<file path="config.mk">
export PLATFORM = sky130hd
export DESIGN_NAME = mesh_router_output_scheduler
export DESIGN_NICKNAME = d
export VERILOG_FILES = /design/src/rtl/router_sched_pkg.sv /design/src/rtl/router_sched_rr_pick.sv /design/src/rtl/mesh_router_output_scheduler.sv
export SDC_FILE = /design/constraint.sdc
export NUM_CORES = 1
export LEC_CHECK = 0
export BUFFER_PORTS_ARGS = -buffer_cell sky130_fd_sc_hd__buf_2
export CORE_AREA = 2 2 88 174
export CTS_CLUSTER_SIZE = 24
export DETAILED_ROUTE_END_ITERATION = 10
export DIE_AREA = 0 0 90 176
export PLACE_DENSITY = 0.8
export REMOVE_ABC_BUFFERS = 1
export SLEW_MARGIN = 10
export SYNTH_ARGS = -nofsm -noshare
export SYNTH_HDL_FRONTEND = slang
export SYNTH_SLANG_ARGS = --single-unit
</file>
<file path="constraint.sdc">
create_clock -name clk_i -period 7 [get_ports clk_i]
set_input_delay 1.4 -clock clk_i [delete_from_list [all_inputs] [get_ports clk_i]]
set_output_delay 1.4 -clock clk_i [all_outputs]
set_load 0.01 [all_outputs]
</file>
<file path="src/rtl/router_sched_pkg.sv">
// Shared types and width helpers for the mesh router output scheduler.
package router_sched_pkg;

  localparam int unsigned StatWidth = 32;

  // Field order puts idle in the MSBs of the packed statistics word.
  typedef struct packed {
    logic [StatWidth-1:0] idle;
    logic [StatWidth-1:0] utilized;
    logic [StatWidth-1:0] stalled;
    logic [StatWidth-1:0] arbitrated;
  } router_sched_stat_s;

  function automatic int unsigned ptr_width(input int unsigned n);
    return (n > 1) ? $clog2(n) : 1;
  endfunction

  function automatic int unsigned cnt_width(input int unsigned limit);
    return (limit > 0) ? $clog2(limit + 1) : 1;
  endfunction

endpackage

</file>
<file path="src/rtl/router_sched_rr_pick.sv">
// One-hot picker: first set request found scanning upward from start_i, modulo n_p.
module router_sched_rr_pick #(
  parameter int unsigned n_p     = 5,
  parameter int unsigned ptr_w_p = 3
) (
  input  logic [n_p-1:0]     req_i,
  input  logic [ptr_w_p-1:0] start_i,
  output logic [n_p-1:0]     grant_o,
  output logic [ptr_w_p-1:0] idx_o
);

  int unsigned        w_j;
  logic [ptr_w_p-1:0] w_j_idx;
  logic               w_found;

  always_comb begin
    grant_o = '0;
    idx_o   = '0;
    w_found = 1'b0;
    w_j     = 0;
    w_j_idx = '0;
    for (int unsigned k = 0; k < n_p; k++) begin
      w_j     = (32'(start_i) + k) % n_p;
      w_j_idx = ptr_w_p'(w_j);
      if (!w_found && req_i[w_j_idx]) begin
        grant_o[w_j_idx] = 1'b1;
        idx_o            = w_j_idx;
        w_found          = 1'b1;
      end
    end
  end

endmodule

</file>
<file path="src/rtl/mesh_router_output_scheduler.sv">
// Per-output round-robin scheduler with yumi handshake and profiling counters.
// Define ROUTER_SCHED_STARVE_GUARD_EN to add per-input starvation override.
module mesh_router_output_scheduler
  import router_sched_pkg::*;
#(
  parameter int unsigned dirs_p         = 5,
  parameter int unsigned starve_limit_p = 16,
  parameter int unsigned stat_width_p   = 32
) (
  input  logic                      clk_i,
  input  logic                      reset_i,
  input  logic [dirs_p-1:0]         req_i,
  input  logic                      ready_i,
  output logic                      v_o,
  output logic [dirs_p-1:0]         grant_o,
  output logic [dirs_p-1:0]         yumi_o,
  input  logic                      clear_stat_i,
  output logic [4*stat_width_p-1:0] stat_o
);

  localparam int unsigned     PtrW    = ptr_width(dirs_p);
  localparam logic [PtrW-1:0] LastIdx = PtrW'(dirs_p - 1);

  logic [PtrW-1:0]   r_last;
  logic [PtrW-1:0]   w_start;
  logic [PtrW-1:0]   w_rr_idx;
  logic [PtrW-1:0]   w_sel_idx;
  logic [dirs_p-1:0] w_rr_grant;
  logic [dirs_p-1:0] w_sel_grant;
  logic              w_fire;

  assign w_start = (r_last == LastIdx) ? '0 : r_last + 1'b1;

  router_sched_rr_pick #(
    .n_p     (dirs_p),
    .ptr_w_p (PtrW)
  ) u_rr_pick (
    .req_i   (req_i),
    .start_i (w_start),
    .grant_o (w_rr_grant),
    .idx_o   (w_rr_idx)
  );

`ifdef ROUTER_SCHED_STARVE_GUARD_EN
  localparam int unsigned      WaitW   = cnt_width(starve_limit_p);
  localparam logic [WaitW-1:0] WaitMax = WaitW'(starve_limit_p);

  logic [WaitW-1:0]  r_wait [dirs_p];
  logic [dirs_p-1:0] w_starving;
  logic [dirs_p-1:0] w_starve_grant;
  logic [PtrW-1:0]   w_starve_idx;

  always_comb begin
    w_starving = '0;
    for (int unsigned i = 0; i < dirs_p; i++) begin
      w_starving[i] = req_i[i] & (r_wait[i] == WaitMax);
    end
  end

  // Fixed priority from index 0 among starving inputs.
  router_sched_rr_pick #(
    .n_p     (dirs_p),
    .ptr_w_p (PtrW)
  ) u_starve_pick (
    .req_i   (w_starving),
    .start_i ('0),
    .grant_o (w_starve_grant),
    .idx_o   (w_starve_idx)
  );

  assign w_sel_grant = (|w_starving) ? w_starve_grant : w_rr_grant;
  assign w_sel_idx   = (|w_starving) ? w_starve_idx   : w_rr_idx;

  always_ff @(posedge clk_i or posedge reset_i) begin
    if (reset_i) begin
      for (int unsigned i = 0; i < dirs_p; i++) r_wait[i] <= '0;
    end else begin
      for (int unsigned i = 0; i < dirs_p; i++) begin
        if (!req_i[i] || yumi_o[i]) begin
          r_wait[i] <= '0;
        end else if (r_wait[i] != WaitMax) begin
          r_wait[i] <= r_wait[i] + 1'b1;
        end
      end
    end
  end
`else
  assign w_sel_grant = w_rr_grant;
  assign w_sel_idx   = w_rr_idx;
`endif

  assign v_o     = (|req_i) & ~reset_i;
  assign grant_o = w_sel_grant & {dirs_p{~reset_i}};
  assign yumi_o  = grant_o & {dirs_p{ready_i}};
  assign w_fire  = v_o & ready_i;

  // Pointer only advances on a completed handshake.
  always_ff @(posedge clk_i or posedge reset_i) begin
    if (reset_i) begin
      r_last <= LastIdx;
    end else if (w_fire) begin
      r_last <= w_sel_idx;
    end
  end

  logic [stat_width_p-1:0] r_idle;
  logic [stat_width_p-1:0] r_util;
  logic [stat_width_p-1:0] r_stall;
  logic [stat_width_p-1:0] r_arb;
  logic                    w_idle;
  logic                    w_stall;
  logic                    w_arb;

  assign w_idle  = ~|req_i;
  assign w_stall = v_o & ~ready_i;
  assign w_arb   = ($countones(req_i) > 1) && ready_i;

  always_ff @(posedge clk_i or posedge reset_i) begin
    if (reset_i) begin
      r_idle  <= '0;
      r_util  <= '0;
      r_stall <= '0;
      r_arb   <= '0;
    end else if (clear_stat_i) begin
      r_idle  <= '0;
      r_util  <= '0;
      r_stall <= '0;
      r_arb   <= '0;
    end else begin
      if (w_idle)  r_idle  <= r_idle + 1'b1;
      if (w_fire)  r_util  <= r_util + 1'b1;
      if (w_stall) r_stall <= r_stall + 1'b1;
      if (w_arb)   r_arb   <= r_arb + 1'b1;
    end
  end

  assign stat_o = {r_idle, r_util, r_stall, r_arb};

`ifndef SYNTHESIS
  logic [dirs_p-1:0] r_req_prev;
  logic [dirs_p-1:0] r_yumi_prev;

  always_ff @(posedge clk_i or posedge reset_i) begin
    if (reset_i) begin
      r_req_prev  <= '0;
      r_yumi_prev <= '0;
    end else begin
      r_req_prev  <= req_i;
      r_yumi_prev <= yumi_o;
    end
  end

  // A request may only be withdrawn in the cycle after it was dequeued.
  a_req_hold: assert property (@(posedge clk_i) disable iff (reset_i)
    ((r_req_prev & ~req_i & ~r_yumi_prev) == '0))
    else $error("req_i dropped without yumi_o");
`endif

endmodule

</file>
# After elaboration in Yosys (flattened, before gate mapping)
# Index checks and enable logic that the tools add are counted.
# word_totals
input_bits,9
wordCells,108
regBits,131
output_inout_bits,139
# classes
div_mod_pow,5
n_addsub,13
eq_ne,2
muxes,43
bitwise_logic,11
magnitude_cmp,11
n_reduce_logical,18
# ops
cell,n
2-to-1 mux 32 bit,8
"adder 32 x 1 -> 32 bit, second input constant",4
"modulo 32 x 3 -> 32 bit, second input constant",4
"modulo 3 x 3 -> 32 bit, second input constant",1
2-to-1 mux 5 bit,5
"< comparator 3 x 4 -> 1 bit, second input constant",5
OR 5 bit,4
2-to-1 mux 3 bit,6
binary-select mux 1 bit (select 3 bit),5
demux 1 bit (select 3 bit),5
">= comparator 3 x 1 -> 1 bit, second input constant",5
2-to-1 mux 1 bit,14
AND 5 bit,2
logical AND 1 bit,10
"adder 3 x 2 -> 4 bit, second input constant",2
nonzero test 2 bit,3
OR reduction 5 bit,1
adder 1 x 1 -> 2 bit,2
adder 3 x 1 -> 4 bit,1
"adder 3 x 1 -> 4 bit, second input constant",1
"adder 3 x 3 -> 4 bit, second input constant",1
"greater-than comparator 4 x 1 -> 1 bit, second input constant",1
zero test 1 bit,4
adder 2 x 2 -> 3 bit,1
5 further kinds,8

# Depth between registers and ports, before layout
# Gate-level depths: netlist (run 1).
# logic_depth
word_depth,20
depth_mapped,22
mapped_depth_nobuf,19

# Cells and area by module
# Synthesis (run 1) repeated with hierarchy kept, for this count alone.
# hier_totals
hier_cells,940
area_unflattened_um2,8498.2
# modules_own_cells
module,cells_per_inst,area_each_um2,instances,seq_area_each_um2
mesh_router_output_scheduler,701,6736.5,1,3279.4
router_sched_rr_pick,239,1761.7,1,0.0

# Worst setup path after synthesis (run 1)
# No wires, ideal clock.
# synth_path
path_kind,input to output
from,input reset_i
to,output grant_o[3]
path_buffers,1
t_arrival_ps,4719
path_stages,3
slack_ps,881
t_required_ps,5600
cell_sequence,clkbuf_1 -> inv_1 -> and2_1
# synth_via
elab_chain_cells,2
# synth_lines
item,line,text
start: declaration,mesh_router_output_scheduler.sv:11,"input logic reset_i,"
inverter 1 bit,mesh_router_output_scheduler.sv:93,assign grant_o = w_sel_grant & {dirs_p{~reset_i}};
AND 5 bit,mesh_router_output_scheduler.sv:93,
end: declaration,mesh_router_output_scheduler.sv:15,"output logic [dirs_p-1:0] grant_o,"
# Every way passes these cells.

# Worst setup path in the final report (run 1)
# layout_path
from,register r_last[0]
to,output grant_o[2]
# layout_via
elab_chain_cells,19
# layout_lines
item,line,text
start: declaration,mesh_router_output_scheduler.sv:24,logic [PtrW-1:0] r_last;
start signal: assignment,mesh_router_output_scheduler.sv:100,r_last <= LastIdx;
start signal: assignment,mesh_router_output_scheduler.sv:102,r_last <= w_sel_idx;
adder 3 x 1 -> 3 bit / == test 3 bit (equally long branches),mesh_router_output_scheduler.sv:32,assign w_start = (r_last == LastIdx) ? '0 : r_last + 1'b1;
2-to-1 mux 3 bit (*),mesh_router_output_scheduler.sv:32,
"parallel branches: the longest is 15 deep, another holds modulo 32 x 3 -> 32 bit",-,
2-to-1 mux 5 bit (*),router_sched_rr_pick.sv:25,if (!w_found && req_i[w_j_idx]) begin
AND 5 bit (*),mesh_router_output_scheduler.sv:93,
# Every way passes the cells marked *. The select of a mux whose other input is x is not followed.

==> results of run 1 <==
[where the power goes]
group	leakage, uW	switching, uW	internal, uW	total, uW
registers	0.00182	28.6	769	798
clock network	0.000312	349	610	959
logic	0.00239	1500	853	2350
[flip-flops by register name, summed over array words and instances, names as in the netlist]
signal	count
r_last	3
r_arb	32
r_stall	32
r_util	32
r_idle	32
[final cells by class]
type	instances	area, sq um
clock inverters	14	198.9
repair buffers	158	820.8
flip-flops and latches	131	3279
multi-input cells	718	4581
well taps	192	240.2
inverters	30	117.6
clock buffers	18	439.2
fillers	1216	4752
[worst max-delay path: stages (launching register included)]
cell	delay, ns
dfrtp_1	0.51
ha_2	0.33
nor2b_1	0.15
buf_4	0.17
nor2_2	0.30
inv_1	0.19
ha_1	0.30
nand2_2	0.12
inv_2	0.05
ha_1	0.28
nand3b_1	0.13
a22oi_1	0.10
a32oi_1	0.32
nand3_2	0.25
and2_1	0.24
o21ai_2	0.25
mux2i_4	0.18
nor4_4	0.42
nand4_1	0.18
a31oi_1	0.21
buf_2	0.15
[how the worst max path moves through the flow]
stage               cells after the start          to
floorplan                               2  grant_o[3]
finish                                 20  grant_o[2]
detailed placement                     20   yumi_o[0]
global route                           20   yumi_o[2]
global placement                       20   yumi_o[0]
CTS                                    20   yumi_o[0]
[timing repair]
action / 4_1_cts / 5_1_grt
setup buffers: 0 / 1
resized for setup: 1 / 5
cloned: 0 / 1
endpoints found under the setup margin: 2 / 10
[cells by family after synthesis]
logic type,after synthesis,share of synthesized area (%)
compound gates,150,11.68
xor+xnor,100,10.80
fa+ha+maj,24,3.980
buf+inv,66,3.517
flops,131,40.43
mux,19,3.301
simple gates,424,26.30
[metrics by stage]
step	hold slack (ns)	TNS, ns	power (uW)	utilization (%)	cell area (sq um)
CTS	0.5402	0	3963	66.80	9638
detailed placement	0.5268	0	2996	62.36	8997
finish	0.5333	0	4111	67.07	9677
global placement	0.5170	0	2999	62.36	8997
floorplan	0.5531	0	2320	-	7939
global route	0.5700	-0.03202	4308	67.07	9677
[per-layer routing]
metal	part of all wire (%)	GRT usage, %	vias up
li1	-	-	3493
met1	34	27.78	3634
met2	55	54.64	263
met3	4.0	5.164	107
met4	7.4	21.73	0
met5	0	0	-
[cell usage in the layout, fill, tap and decap left out, drive strengths merged, types with 18 or more instances in the layout]
master  instances
buf           158
nor2          141
dfrtp         130
nand2          74
xor2           62
nand3          48
a21oi          46
o21ai          46
xnor2          38
inv            34
or3            31
and3           28
nand4          26
ha             21
nor3           19
clkbuf         18
==> metrics.txt, run 1 <==
die area=0.01584 sq mm; Critical path origin=r_last[0]; pwr dens=424.9 mW/mm^2; final worst slack=0.3280 ns; synth unique cells=80; Post-synth top cells=nor2_1 (140), dfrtp_1 (130), nand2_1 (72); top-count cell post-synth=nor2_1; filler-free cell count of the finished design=1261; Final ANT Viol Nets=0; initial antenna violation count=0; Min-Delay Path Depth=2; CTS Buf Count=17; worst-case clock skew=0.006834 ns; pins over their slew limit=0; Starting Density=56.22%; CTS H-tree lvls=4; Pleak=0.004519 uW; Iter 0 DRT Violations=449; EDFF count, synth=0; Worst Reg-to-Reg Cells=19; IO Port Bufs=147; Worst Path Max Fanout=11; row cnt=62; MaxCap Viol Count=0; largest net degree at the start of global routing=92; post-synth top area cell=dfrtp_1; placed cells=1227; final hold vios=0; clk root buf=clkbuf_16; CP required=5.60 ns; register area share after synthesis=40.43%; CORE AREA=0.01443 sq mm; ys async rst share=100.0%; hold_sp=r_arb[31]; I/O Pins=148; predominant post-synthesis flop cell=dfrtp_1; pre-CTS setup slack=0.4274 ns; share of cells above drive strength 1=21.33%; FF-to-FF setup slack=2.12 ns; maximum VDD drop=0.0004749 V; CTS Hold Bufs=0; CTS max path bufs=2; remaining routing DRC violations=0; Worst Hold Path EP=r_arb[31]; top cell type's share of synthesized area=40.10%; Ys Warns=0; die height=176 um; number of diodes=0; vias in the first global route=7341; Worst Hold Class=reg -> reg; dpl hpwl=16.89 mm; Post-Synthesis Cell Area=0.008112 sq mm; Overall Global Routing Usage=29.12%; synth top area cells=dfrtp_1 (40%), xor2_1 (6.7%), nor2_1 (6.5%); Final setup violation count=0; Post-Syn Instances=914; reg-to-reg startpoint=r_last[0]; DR pass1 iterations=8; status=finished, final reports clean; actual slew at the worst max-slew pin=1.121 ns; Final nets=1089; area delta synth->final=19.30%; vias per inst=5.945; first-pass GRT wire length=36.56 mm; #FFs+latches synth=131; DIE WIDTH=90 um; Setup crit end kind=output port; Setup CP Type=reg -> out; drt total wl=23.45 mm; vias=7497; TritonCTS Sinks=131; clock-pin slew on the worst setup and hold paths=0.06 ns; wire per inst=18.60 um; Synth Area per Inst=8.875 sq um; Tmin final=6.672 ns; routability cong.=1.053; Congestion Overflow GR=0; critical path data arrival time=5.27 ns; final period utilization=95.31%; reg2reg end=r_last[1]; CTS tree=built; Slew HR=23.36%; Fmax=149.9 MHz; Clk Latency, worst-skew pair=0.42 ns; Critical Path Start Type=register
Note: power is estimated with default switching activity, not from simulation.
==> run 2, diff against run 1 <==
Settings changed: PLACE_DENSITY 0.8 to not set, PLACE_DENSITY_LB_ADDON set to 0.05.
==> run 2 against run 1 <==
Net effect: final area is 0.47% lower; sequential share of layout area grew 0.17 points; clock skew is 0.0015 ns lower; utilization is 0.31 points lower; via count down 1.8%; non-clock buffer count grew 2; worst setup slack got worse by 0.038 ns; register-to-register slack hardly changed; total power decreased by 4.4%; clock power decreased by 8.9%; first-iteration DRC count is 31% lower; hold slack better by 0.011 ns.
==> metrics.txt, run 2 (same netlist as run 1, synthesis figures left out) <==
wire per inst=17.49 um (-5.9%); Iter 0 DRT Violations=309 (-31%); maximum VDD drop=0.0005217 V (+9.9%); Congestion Overflow GR=0 (unchanged); worst-case clock skew=0.005285 ns (-0.001548 ns); Setup CP Type=reg -> out; CTS max path bufs=2 (unchanged); DIE WIDTH=90 um (unchanged); final hold vios=0 (unchanged); MaxCap Viol Count=0 (unchanged); CTS tree=built; Clk Latency, worst-skew pair=0.42 ns (about the same); largest net degree at the start of global routing=87 (-5.4%); drt total wl=22.08 mm (-5.9%); placed cells=1227 (unchanged); Worst Path Max Fanout=17 (+6); vias per inst=5.831 (-1.9%); most common cell after layout, fill and taps aside=buf_2; Sum Neg Setup Slack=0 ns (unchanged); Final nets=1090 (+0.092%); fillcell total=1293 (+6.3%); clock-pin slew on the worst setup and hold paths=0.06 ns (about the same); Setup crit end kind=output port; row cnt=62 (unchanged); most frequent cells in the layout=buf_2 (146), nor2_1 (140), dfrtp_1 (129); number of diodes=0 (unchanged); Final ANT Viol Nets=0 (unchanged); actual slew at the worst max-slew pin=1.038 ns (-0.08267 ns); critical path data arrival time=5.31 ns (+0.04 ns); Tmin final=6.710 ns (+0.03828 ns); Final setup violation count=0 (unchanged); CTS H-tree lvls=4 (unchanged); I/O Pins=148 (unchanged); Overall Global Routing Usage=28.26% (-0.86 points); vias in the first global route=7336 (-0.068%); remaining routing DRC violations=0 (unchanged); TritonCTS Sinks=131 (unchanged); Worst Hold Class=reg -> reg; CORE AREA=0.01443 sq mm (unchanged); final period utilization=95.86% (+0.55 points); routability cong.=0.9974 (-5.3%); Starting Density=56.22% (unchanged); Critical Path Start Type=register; CTS Buf Count=17 (unchanged); final core utilization=66.75% (-0.31 points); vias=7359 (-1.8%); area delta synth->final=18.74%; CP required=5.60 ns (about the same); initial antenna violation count=0 (unchanged); Pleak=0.004492 uW (-0.60%); RSZ-0062 raised after global routing=false; clk root buf=clkbuf_16; DR pass1 iterations=5 (-3); IO Port Bufs=147 (unchanged); filler-free cell count of the finished design=1262 (+0.079%); dpl hpwl=16.28 mm (-3.6%); pins over their slew limit=0 (unchanged); first-pass GRT wire length=36.02 mm (-1.5%); Slew HR=30.81% (+7.4 points); pwr dens=408.0 mW/mm^2 (-4.0%); die area=0.01584 sq mm (unchanged); status=finished, final reports clean; die height=176 um (unchanged); Fmax=149.0 MHz (-0.57%); share of cells above drive strength 1=21.12% (-0.21 points)
run 2: what timing repair did:
item | in CTS | in global routing
hold buffers | 0 | 0
gates resized for setup | 0 | 6
endpoints found under the setup margin | 1 | 10
gates cloned | 0 | 0
hold endpoints to repair | 0 | 0
buffers inserted | 3 | 0
run 2: critical path, stage by stage (launching register included):
cell and delay, ns:
dfrtp_2 0.51, clkinvlp_4 0.24, ha_2 0.32, a21o_4 0.32, fa_1 0.58, nand2b_1 0.22, ha_1 0.29, nand3b_1 0.19
a22oi_1 0.29, a32oi_1 0.12, nand3_2 0.20, mux2i_1 0.20, mux2_4 0.18, mux2i_4 0.07, buf_12 0.15, nor4_4 0.41
a221o_1 0.28, nor2b_1 0.16, buf_2 0.14
run 2: final cells by class:
class                   count  area [sq um]  share of cell area, %
repair buffers            160         848.3                  8.807
clock inverters             9         103.9                  1.078
clock buffers              23         478.0                  4.962
flip-flops and latches    131          3281                  34.06
well taps                 192         240.2                  2.494
inverters                  30         121.4                  1.260
multi-input cells         717          4559                  47.34
run 2: where the power goes:
| group | switching (uW) | internal, uW | total, uW |
|---|---|---|---|
| clock | 324 | 550 | 874 |
| combinational | 1370 | 881 | 2250 |
| sequential | 30.7 | 770 | 801 |
| total | 1730 | 2200 | 3930 |
run 2: stage by stage:
| step | hold WS, ns | power (uW) | instance area, sq um | worst slack, ns |
|---|---|---|---|---|
| finish | 0.5447 | 3930 | 9632 | 0.2897 |
| global route | 0.5780 | 4166 | 9632 | 0.005618 |
| CTS | 0.5513 | 3893 | 9614 | 0.07066 |
| detailed placement | 0.5198 | 2923 | 8997 | 0.4820 |
| global placement | 0.5181 | 2952 | 8997 | 0.5552 |
| floorplan | 0.5531 | 2320 | 7939 | 1.054 |
run 2: metal layers:
layer / part of all wire [%] / global-route usage (%) / up-vias / wire, um
met5: 0 / 0 / - / 0
met4: 6.3 / 17.76 / 0 / 1389
met1: 36 / 29.22 / 3564 / 7953
met3: 4.3 / 6.146 / 89 / 948
met2: 53 / 51.32 / 211 / 11790
li1: - / - / 3495 / -
run 2: worst paths after layout:
| kind | slack, ns | cells after the start | end | startpoint |
|---|---|---|---|---|
| max | 0.29 | 18 | yumi_o[3] | r_last[0] |
| min reg2reg | 0.54 | 2 | r_util[31] | r_util[31] |
| max in group asynchronous | 4.50 | 3 | r_stall[24] | reset_i |
| min | 0.54 | 2 | r_util[31] | r_util[31] |
| max reg2reg | 2.12 | 18 | r_last[2] | r_last[0] |
| min in group asynchronous | 1.10 | 2 | r_last[0] | reset_i |
==> run 3, diff against run 2 <==
Settings changed: REMOVE_ABC_BUFFERS 1 to not set.
==> run 3 against run 2 <==
Net effect: global-route usage shrank 0.46 points; sequential power is essentially flat; hold slack is essentially flat; final area grew 0.44%; wire length is essentially flat; die area is the same; clock-buffer cell count shrank 4; worst setup slack gained 0.10 ns; sequential share of layout area shrank 0.14 points; combinational power is essentially flat; utilization grew 0.29 points; fmax grew 1.6%; critical endpoint is now grant_o[2]; largest cell class unchanged.
==> metrics.txt, run 3 (same netlist as run 1, synthesis figures left out) <==
status=finished, final reports clean; TritonCTS Sinks=131 (unchanged); largest net degree at the start of global routing=99 (+14%); DR pass1 iterations=5 (unchanged); Critical Path Start Type=register; worst-case clock skew=0.01191 ns (+0.006625 ns); Final ANT Viol Nets=0 (unchanged); Congestion Overflow GR=0 (unchanged); most common cell after layout, fill and taps aside=buf_2; Iter 0 DRT Violations=346 (+12%); vias per inst=5.833 (about the same); Setup CP Type=reg -> out; clk root buf=clkbuf_16; Worst Hold Class=reg -> reg; initial antenna violation count=0 (unchanged); Sum Neg Setup Slack=0 ns (unchanged); Fmax=151.4 MHz (+1.6%); MaxCap Viol Count=0 (unchanged); CTS max path bufs=2 (unchanged); vias=7367 (+0.11%); most frequent cells in the layout=buf_2 (146), nor2_1 (140), dfrtp_1 (128); dpl hpwl=15.96 mm (-2.0%); Slew HR=30.49% (-0.32 points); CTS tree=built; die area=0.01584 sq mm (unchanged); placed cells=1224 (-0.24%); die height=176 um (unchanged); CP required=5.60 ns (about the same); final hold vios=0 (unchanged); CORE AREA=0.01443 sq mm (unchanged); syn_nets=947; pins over their slew limit=0 (unchanged); row cnt=62 (unchanged); Clk Latency, worst-skew pair=0.42 ns (about the same); final core utilization=67.05% (+0.29 points); area delta synth->final=19.27%; critical path data arrival time=5.21 ns (-0.10 ns); Pleak=0.004511 uW (+0.41%); filler-free cell count of the finished design=1263 (+0.079%); Tmin final=6.607 ns (-0.1037 ns); share of cells above drive strength 1=21.57% (+0.45 points); Setup crit end kind=output port; IO Port Bufs=147 (unchanged); routability cong.=0.9815 (-1.6%); CTS Buf Count=17 (unchanged); Overall Global Routing Usage=27.80% (-0.46 points); CTS H-tree lvls=4 (unchanged); Final nets=1092 (+0.18%); vias in the first global route=7185 (-2.1%); Final setup violation count=0 (unchanged); drt total wl=22.07 mm (about the same); DIE WIDTH=90 um (unchanged); actual slew at the worst max-slew pin=1.016 ns (-0.02144 ns); final period utilization=94.38% (-1.5 points); remaining routing DRC violations=0 (unchanged); maximum VDD drop=0.0002250 V (-57%); RSZ-0062 raised after global routing=false; wire per inst=17.48 um (about the same); Worst Path Max Fanout=11 (-6); clock-pin slew on the worst setup and hold paths=0.06 ns (about the same); number of diodes=0 (unchanged); Starting Density=56.22% (unchanged); I/O Pins=148 (unchanged); first-pass GRT wire length=35.65 mm (-1.0%); fillcell total=1292 (-0.077%); pwr dens=409.1 mW/mm^2 (+0.27%)
[run 3: cell types whose count changed in the layout (fill, tap and decap cells not counted), moves of 2 or more]
cell,previous run,this run
buf_4,13,16
clkbuf_8,3,1
clkbuf_1,3,1
inv_6,1,3
[run 3: final timing paths]
path	startpoint	endpoint	slack, ns	depth (start not counted)
max in group asynchronous	reset_i	r_idle[31]	4.51	3
hold / removal	r_stall[31]	r_stall[31]	0.54	2
hold reg to reg	r_stall[31]	r_stall[31]	0.54	2
min in group asynchronous	reset_i	r_util[4]	1.13	2
setup reg to reg	r_last[0]	r_last[1]	2.29	17
setup / recovery	r_last[0]	grant_o[2]	0.39	21
[run 3: layout make-up]
class | instances | area (sq um) | area share [%]
clock buffer | 19 | 442.9 | 4.578
clock inverter | 12 | 155.1 | 1.604
inverter | 30 | 121.4 | 1.255
multi-input combinational | 717 | 4582 | 47.36
sequential | 131 | 3282 | 33.92
tap | 192 | 240.2 | 2.483
timing repair buffer | 162 | 850.8 | 8.795
[run 3: power by group]
group / leakage [uW] / total, uW / switching [uW] / internal [uW]
Sequential: 0.00182 / 802 / 31.2 / 771
Combinational: 0.00240 / 2260 / 1400 / 860
Clock: 0.000290 / 900 / 332 / 568
Total: 0.00451 / 3960 / 1760 / 2200
[run 3: repair_timing]
action                                  4_1_cts  5_1_grt
setup buffers                                 5        3
resized for setup                             0       10
hold buffers                                  0        0
endpoints found under the setup margin        2       10
cloned                                        0        0
[run 3: per-stage QoR]
| step | hold slack (ns) | area (sq um) | total power, uW | setup WS, ns |
|---|---|---|---|---|
| 3_3_place_gp | 0.5162 | 8975 | 2873 | 0.5308 |
| 3_5_place_dp | 0.5374 | 8975 | 2871 | 0.3995 |
| 6_report | 0.5442 | 9674 | 3958 | 0.3934 |
| 2_1_floorplan | 0.5671 | 8112 | 2387 | 0.8813 |
| 4_1_cts | 0.5523 | 9610 | 3862 | 0.04776 |
| 5_1_grt | 0.5730 | 9674 | 4155 | 0.03142 |
[run 3: worst max-delay path, stage by stage (launching register included)]
cell	delay, ns
dfrtp_2	0.51
clkinvlp_4	0.24
ha_4	0.25
nor3b_4	0.37
nor2_4	0.11
inv_1	0.20
ha_2	0.29
nand2_2	0.10
inv_2	0.08
ha_1	0.24
nand3b_1	0.19
a22oi_1	0.23
a32oi_1	0.10
nand3_2	0.20
mux2i_1	0.22
mux2_4	0.19
mux2i_4	0.11
buf_4	0.17
nor4_2	0.37
nand2_1	0.17
a31oi_1	0.27
buf_2	0.18
[run 3: per-layer routing]
layer | global-route usage, % | share of wire (%)
met1 | 30.42 | 37
met5 | 0 | 0
met2 | 49.53 | 53
met4 | 17.18 | 5.8
met3 | 4.994 | 4.9
